<file path="config.mk">
export PLATFORM = sky130hd
export DESIGN_NAME = cpu_bus_sequencer
export DESIGN_NICKNAME = d
export VERILOG_FILES = /design/src/rtl/cpu_pkg.sv /design/src/rtl/cpu_bus_sequencer_mcycle_timer.sv /design/src/rtl/cpu_bus_sequencer.sv
export SDC_FILE = /design/constraint.sdc
export NUM_CORES = 1
export LEC_CHECK = 0
export CORE_ASPECT_RATIO = 0.8
export CORE_MARGIN = 1
export CORE_UTILIZATION = 35
export CTS_CLUSTER_SIZE = 20
export DETAILED_ROUTE_END_ITERATION = 8
export PLACE_DENSITY = 0.74
export SLEW_MARGIN = 10
export SYNTH_ARGS = -nofsm -noshare
export SYNTH_HDL_FRONTEND = slang
export SYNTH_SLANG_ARGS = --single-unit
</file>
<file path="constraint.sdc">
create_clock -name clk -period 1.4 [get_ports clk]
set_input_delay 0.28 -clock clk [delete_from_list [all_inputs] [get_ports clk]]
set_output_delay 0.28 -clock clk [all_outputs]
set_load 0.02 [all_outputs]
</file>
<file path="src/rtl/cpu_pkg.sv">
// Shared CPU bus types and constants.
// Bus opcodes, T-state encoding and the HRAM window used during DMA.
package cpu_pkg;

  typedef enum logic [1:0] {
    OP_IDLE  = 2'd0,
    OP_IF    = 2'd1,
    OP_WRITE = 2'd2,
    OP_READ  = 2'd3
  } bus_opcode_t;

  typedef enum logic [1:0] {
    T1 = 2'd0,
    T2 = 2'd1,
    T3 = 2'd2,
    T4 = 2'd3
  } t_state_t;

  localparam logic [15:0] HRAM_LO       = 16'hFF80;
  localparam logic [15:0] HRAM_HI       = 16'hFFFE;
  localparam logic [7:0]  BLOCKED_RDATA = 8'hFF;

  function automatic logic dma_blocks(
    input logic        dma,
    input bus_opcode_t op,
    input logic [15:0] a
  );
    return dma && (op != OP_IDLE) &&
           ((a < HRAM_LO) || (a > HRAM_HI));
  endfunction

endpackage

</file>
<file path="src/rtl/cpu_bus_sequencer_mcycle_timer.sv">
// Free-running T-state counter, one clk per T-state.
// Also used by interrupt/halt logic to find M-cycle edges.
module mcycle_timer
  import cpu_pkg::*;
(
  input  logic       clk,
  input  logic       rst,
  output logic [1:0] t_phase,
  output logic       mcycle_done
);

  t_state_t state, state_nx;

  // State register: synchronous reset back to T1
  always_ff @(posedge clk) begin
    if (rst) state <= T1;
    else     state <= state_nx;
  end

  // Next state: T1 -> T2 -> T3 -> T4 -> T1, never stalls
  always_comb begin
    state_nx = T1;
    case (state)
      T1:      state_nx = T2;
      T2:      state_nx = T3;
      T3:      state_nx = T4;
      default: state_nx = T1;
    endcase
  end

  // Outputs: phase number and end-of-M-cycle marker
  always_comb begin
    t_phase     = state;
    mcycle_done = (state == T4);
  end

endmodule

</file>
<file path="src/rtl/cpu_bus_sequencer.sv">
// CPU memory bus sequencer: turns decoder requests into M-cycles.
// Requests are sampled on the T4->T1 edge; DMA restricts CPU to HRAM.
module cpu_bus_sequencer
  import cpu_pkg::*;
(
  input  logic        clk,
  input  logic        rst,
  input  bus_opcode_t bus_op,
  input  logic [15:0] addr_in,
  input  logic [7:0]  wdata_in,
  input  logic [7:0]  mem_rdata,
  input  logic        dma_active,
  output logic [1:0]  t_phase,
  output logic        mcycle_done,
  output logic [15:0] mem_addr,
  output logic        mem_rd,
  output logic        mem_wr,
  output logic [7:0]  mem_wdata,
  output logic [7:0]  rdata_q,
  output logic        rdata_valid,
  output logic        ir_load,
  output logic        blocked
);

  bus_opcode_t op_q;
  logic [15:0] addr_q;
  logic [7:0]  wdata_q;
  logic        blk_q;
  logic        blk_in;
  logic        rd_in;
  logic        rd_q;

  mcycle_timer u_timer (
    .clk         (clk),
    .rst         (rst),
    .t_phase     (t_phase),
    .mcycle_done (mcycle_done)
  );

  // Block decision and read-type decode for the incoming request
  always_comb begin
    blk_in = dma_blocks(dma_active, bus_op, addr_in);
    rd_in  = (bus_op == OP_READ) || (bus_op == OP_IF);
    rd_q   = (op_q == OP_READ) || (op_q == OP_IF);
  end

  // Request latch and registered strobes, stepped by T-state
  always_ff @(posedge clk) begin
    if (rst) begin
      op_q    <= OP_IDLE;
      addr_q  <= '0;
      wdata_q <= '0;
      blk_q   <= 1'b0;
      rdata_q <= '0;
      mem_rd  <= 1'b0;
      mem_wr  <= 1'b0;
    end else begin
      case (t_phase)
        2'd3: begin
          op_q    <= bus_op;
          wdata_q <= wdata_in;
          blk_q   <= blk_in;
          if (bus_op != OP_IDLE)
            addr_q <= addr_in;
          mem_rd  <= rd_in && !blk_in;
          mem_wr  <= 1'b0;
        end
        2'd0: begin
          mem_wr <= (op_q == OP_WRITE) && !blk_q;
        end
        2'd2: begin
          mem_rd <= 1'b0;
          mem_wr <= 1'b0;
          if (rd_q)
            rdata_q <= blk_q ? BLOCKED_RDATA : mem_rdata;
        end
        default: ;
      endcase
    end
  end

  // Bus-facing views and T4 pulses
  always_comb begin
    mem_addr    = addr_q;
    mem_wdata   = wdata_q;
    blocked     = blk_q;
    rdata_valid = mcycle_done && (op_q == OP_READ);
    ir_load     = mcycle_done && (op_q == OP_IF);
  end

endmodule

</file>
# After elaboration in Yosys (flattened, before gate mapping)
# Cells that the tools add are included.
# W data, S select, Z words.
word_totals:
  latch_bits: 0
  word_cells: 40
  ram_bits: 0
  romBits: 0
  ff_bits: 39
  in_bits: 37
  memories: 0
  out_inout_bits: 40
op_classes:
  mul: 0
  addsub: 0
  eq_ne: 8
  bitwise: 0
  n_lt_le_gt_ge: 2
  shifts: 0
  mux: 4
  div_mod_pow: 0
  reduce_logical: 18
op_table:
  columns: ["op", "n"]
  rows:
  - ["$gt A16 B16 Y1 const B", 1]
  - ["$lt A16 B16 Y1 const B", 1]
  - ["$eq A2 B2 Y1 const B", 5]
  - ["$mux W8", 1]
  - ["$eq A2 B1 Y1 const B", 3]
  - ["$logic_and A1 B1 Y1", 6]
  - ["$pmux W2 S3", 1]
  - ["$reduce_bool A2 Y1", 3]
  - ["$pmux W1 S2", 2]
  - ["$reduce_and A2 Y1", 2]
  - ["$logic_or A1 B1 Y1", 3]
  - ["$logic_not A1 Y1", 2]
  - ["$logic_not A2 Y1", 1]
  - ["$reduce_or A2 Y1", 1]

# Logic depth before layout (Yosys ltp)
logic_depth:
  depth_word: 6
  ltp_mapped: 7
  ltp_nobuf: 6

# By module
# A second synthesis with hierarchy kept.
unflattened:
  hier_cells: 186
  area_unflattened_um2: 1542.7
by_module_without_submodules:
  columns: ["mod", "area_per_inst_um2", "seq_area_each_um2", "instances", "cells_each"]
  rows:
  - ["cpu_bus_sequencer", 1441.4, 740.7, 1, 177]
  - ["mcycle_timer", 101.3, 40.0, 1, 9]

# Least setup slack after synthesis
# Ideal clock, no wire load.
synth_path:
  kind: "reg2out"
  start: "register u_timer.state[1] (netlist: u_timer.t_phase[1])"
  end: "output port ir_load"
  t_required_ns: 1.120
  setup_slack_ns: -0.471
  arrival_time_ns: 1.591
  stages_incl_launch_ff: 6
  cell_sequence: "dfxtp_1 > ha_1 > buf_4 > buf_2 > nand2_1 > nor2_1"
synth_between:
  elab_chain_cells: 2
synth_lines:
  columns: ["element", "line", "source"]
  rows:
  - ["from (decl)", "cpu_bus_sequencer_mcycle_timer.sv:12", "t_state_t state, state_nx;"]
  - ["from (signal assigned)", "cpu_bus_sequencer_mcycle_timer.sv:17", "else state <= state_nx;"]
  - ["$eq A2 B2 Y1", "cpu_bus_sequencer_mcycle_timer.sv:34", "mcycle_done = (state == T4);"]
  - ["net mcycle_done", "cpu_bus_sequencer.sv:14", "output logic mcycle_done,"]
  - ["$logic_and A1 B1 Y1", "cpu_bus_sequencer.sv:88", "ir_load = mcycle_done && (op_q == OP_IF);"]
  - ["to (decl)", "cpu_bus_sequencer.sv:21", "output logic ir_load,"]
# The timed path passes the listed nets, and every way through them passes these cells.

# Final worst setup path
layout_path:
  start: "register u_timer.state[1] (netlist: u_timer.t_phase[1])"
  end: "register mem_wr"
layout_between:
  elab_chain_cells: 3
  elab_cells_between_ends: 6
  classes_between: "2 x eq/ne; 1 x mux; 3 x reduce/logical"
layout_lines:
  columns: ["element", "line", "source"]
  rows:
  - ["$eq A2 B2 Y1", "cpu_bus_sequencer.sv:58", "case (t_phase)"]
  - ["$reduce_or A2 Y1 (no line)", null, null]
  - ["$pmux W1 S2 or $reduce_bool A2 Y1 (tied branches)", null, null]
  - ["to (signal assigned)", "cpu_bus_sequencer.sv:69", "mem_wr <= (op_q == OP_WRITE) && !blk_q;"]
  - ["to (decl)", "cpu_bus_sequencer.sv:17", "output logic mem_wr,"]
# Parallel ways exist; a longest one is shown, timed or not.
# A chain may end at the register's enable or synchronous reset.

==> results by group <==
Final layout
  – Area growth from synthesis to layout: 71.1%
  – Filler cells: 399
  – Final Net Count: 315
  – Diode count: 0
  – Final std cells w/o fill: 332
  – Final instance area: 0.00263 mm²
  – Storage element area: 788 µm²
  – Layout cells sized above 1: 0.185
  – Area occupied by multi-input gates: 732 µm²

Outcome
  – Failing checks: negative setup slack
  – Outcome: finished, violations left

Placement
  – GP Congestion: 0.745
  – Final HPWL from detailed placement: 2860 µm
  – Port bufs: 76
  – DP Cell Count: 322
  – DP Area: 0.00253 mm²

Yosys
  – Largest cells by area after synthesis: dfxtp_1 51%, nand2_1 9.0%, nor2_1 6.8%
  – Net Count, Synth: 220
  – Warnings, synthesis: 0
  – Yosys reg bits: 39
  – Number of enable flip-flop cells after synthesis: 0
  – Seq/Total Area, Yosys: 0.508
  – Post-Syn Instances: 179
  – Synthesized area: 0.00154 mm²
  – Top cells by count, synth: 39 x dfxtp_1, 37 x nand2_1, 28 x nor2_1
  – Post-synth ARST share: 0
  – Area leader, netlist: dfxtp_1
  – Post-synth top flop: dfxtp_1
  – Unique cell type count in the Yosys netlist: 29
  – Syn Area/Cell: 8.58 µm²
  – Cell with the most instances after synthesis: dfxtp_1
  – Post-synth top area share: 0.508

Worst setup path
  – WP data arrival: 1.67 ns
  – Critical Path RT: 1.63 ns
  – Reg2Reg Depth: 6
  – Element type at the critical path end: flip-flop
  – Reg2reg setup slack: -0.04 ns
  – Critical-path maximum fanout: 4
  – Slowest stage delay, CP: 0.48 ns
  – CP cell instances: buf_4 -> ha_4 -> or4b_4 -> nor3_2 -> a21oi_1 -> nor2_2
  – Slowest library cell on the worst path: or4b_4
  – CP Launch Type: flip-flop
  – RR Endpoint: mem_wr
  – Worst r2r src: u_timer.t_phase[1]
  – CP Class: flip-flop to flip-flop

CTS
  – CTS tree: done
  – Clk sink count: 39
  – Clock root buffer: clkbuf_8
  – CTS Buffer Depth: 2
  – Clk_lat worst skew: 0.28 ns
  – H-tree depth: 2
  – Post-CTS Hold Fix Bufs: 0
  – Num CTS Buffers: 5
  – Clk slew on worst S/H paths: 0.07 ns

Drt
  – Vias per std cell: 4.57
  – ANT nets after route: 0
  – 1st-pass router iterations: 4
  – Drc violations: 0
  – Avg WL per Cell: 11.5 µm
  – Detailed router's first-iteration violation count: 24
  – Post-Route WL: 3810 µm
  – Total number of vias: 1518

Floorplan
  – Die area: 0.00466 mm²
  – Die Ht: 61.3 µm
  – I/O pin count: 77
  – Num rows: 21
  – Die X: 76.1 µm
  – Initial Utilization: 0.365
  – CORE AREA: 0.00420 mm²

Timing
  – RSZ-0062 raised after global routing: true
  – Crit path time final: 1.44 ns
  – Final hold slack: 0.451 ns
  – TNS Setup: -0.0398 ns
  – Final setup vio count: 1
  – Worst Skew: 0.00408 ns
  – Fin crit share: 1.03
  – Worst Setup Slack, final: -0.0398 ns
  – Endpoints failing hold: 0
  – Slew Limit Fails: 0
  – Worst-margin pin slew: 0.324 ns
  – Slew margin rel.: 0.783
  – Maximum clock rate: 0.695 GHz

Pwr
  – Cell Int Power: 1.97 mW
  – P_sw: 817 µW
  – Pleak: 1.16 nW
  – Pwr/cell area: 1060 mW/mm²
  – VDD IR max: 0.000702 V
  – Clk network pwr share: 0.259
  – Net Sw Frac: 0.294
  – Overall power: 2.78 mW
  – Combinational Power Share: 0.292
  – Sequential share of power: 0.449

Global routing
  – GRT Resource Usage Total: 0.165
  – Largest net degree at the start of global routing: 17
  – First-pass GRT wire length: 6000 µm
  – Initial antenna violation count: 0
  – GR Overflow Total: 0
  – Vias in the first global route: 1317

Min path
  – Worst Hold Path Cells: 2
  – Worst Hold Path EP: mem_addr[8]
  – Hold path start: mem_addr[8]
  – Min-delay worst type: flip-flop to flip-flop

Flow run
  – Max cap viols: 0
kinds of logic after synthesis:
kind of cell | synth area share
adder cells (fa/ha/maj) | 0.0326
AO/OA/AOI/OAI | 0.125
AND/OR/NAND/NOR | 0.223
buffers and inverters | 0.0521
flip-flops | 0.508
multiplexers | 0.0586
state kept, by name, summed over array words and instances, names as in the netlist:
register         cells
mem_addr            16
u_timer.t_phase      2
mem_rd               1
rdata_q              8
mem_wr               1
blocked              1
op_q                 2
mem_wdata            8
layout make-up:
cell class | count | share of cell area
sequential | 39 | 0.300
multi-input combinational | 124 | 0.278
inverter | 4 | 0.00666
clock buffer | 5 | 0.0262
timing repair buffer | 100 | 0.356
tap | 57 | 0.0271
clock inverter | 3 | 0.00571
power by group through the flow:
stage                     clock network (mW)  registers [mW]  logic (mW)
after floorplan                            0            1.38       0.283
after detailed placement                   0            1.28       0.803
after CTS                              0.740            1.25       0.779
after global placement                     0            1.27       0.797
final                                  0.721            1.25       0.812
after global routing                   0.786            1.26       0.882
layer usage:
layer,up-vias,GRT usage,share of wire
met5,-,0,0
met4,0,0.0412,0.0026
met3,3,0.0563,0.080
met2,49,0.286,0.45
met1,682,0.204,0.47
li1,784,-,-
worst max-delay path, delay by kind of cell, from the launching register on:
kind	cells	cell delay, ns
buf+inv	1	0.15
simple gates	3	0.67
fa+ha+maj	1	0.16
compound gates	1	0.07
flops	1	0.36
layout by cell type, fill, tap and decap left out, types with 2 or more instances in the layout:
cell             count
mux2i_1              9
nand2_1             35
clkbuf_8             5
dlygate4sd2_1       36
ha_1                 2
buf_12               2
buf_4               19
clkinv_2             3
inv_1                3
a211oi_1             8
nor2_1              27
dfxtp_4              2
nand2_2              2
a21oi_1             19
dfxtp_1             37
nor3_1               2
buf_6                6
ha_4                 2
clkdlybuf4s50_1     36
through the flow:
stage | utilization | worst slack, ns
after floorplan | - | -0.00346
after global placement | 0.601 | -0.172
after detailed placement | 0.601 | -0.232
after CTS | 0.612 | -0.0641
after global routing | 0.625 | -0.0886
final | 0.625 | -0.0398
what timing repair did:
item                                    in CTS  in global routing
endpoints found under the setup margin      45                 22
buffers inserted                             0                  2
resized for setup                           54                 12
pin swaps                                    0                  2
cloned                                       0                  0
worst max path at each step:
stage,slack (ns),cells past startpoint,to,from
global placement,-0.17,5,blocked,addr_in[11]
detailed placement,-0.23,5,blocked,addr_in[11]
floorplan,-0.003,7,mem_addr[5],u_timer.t_phase[0]
finish,-0.04,6,mem_wr,u_timer.t_phase[1]
CTS,-0.06,7,mem_wr,u_timer.t_phase[0]
global route,-0.09,7,mem_wr,u_timer.t_phase[0]
No activity file was read; power rests on OpenSTA's default activity.
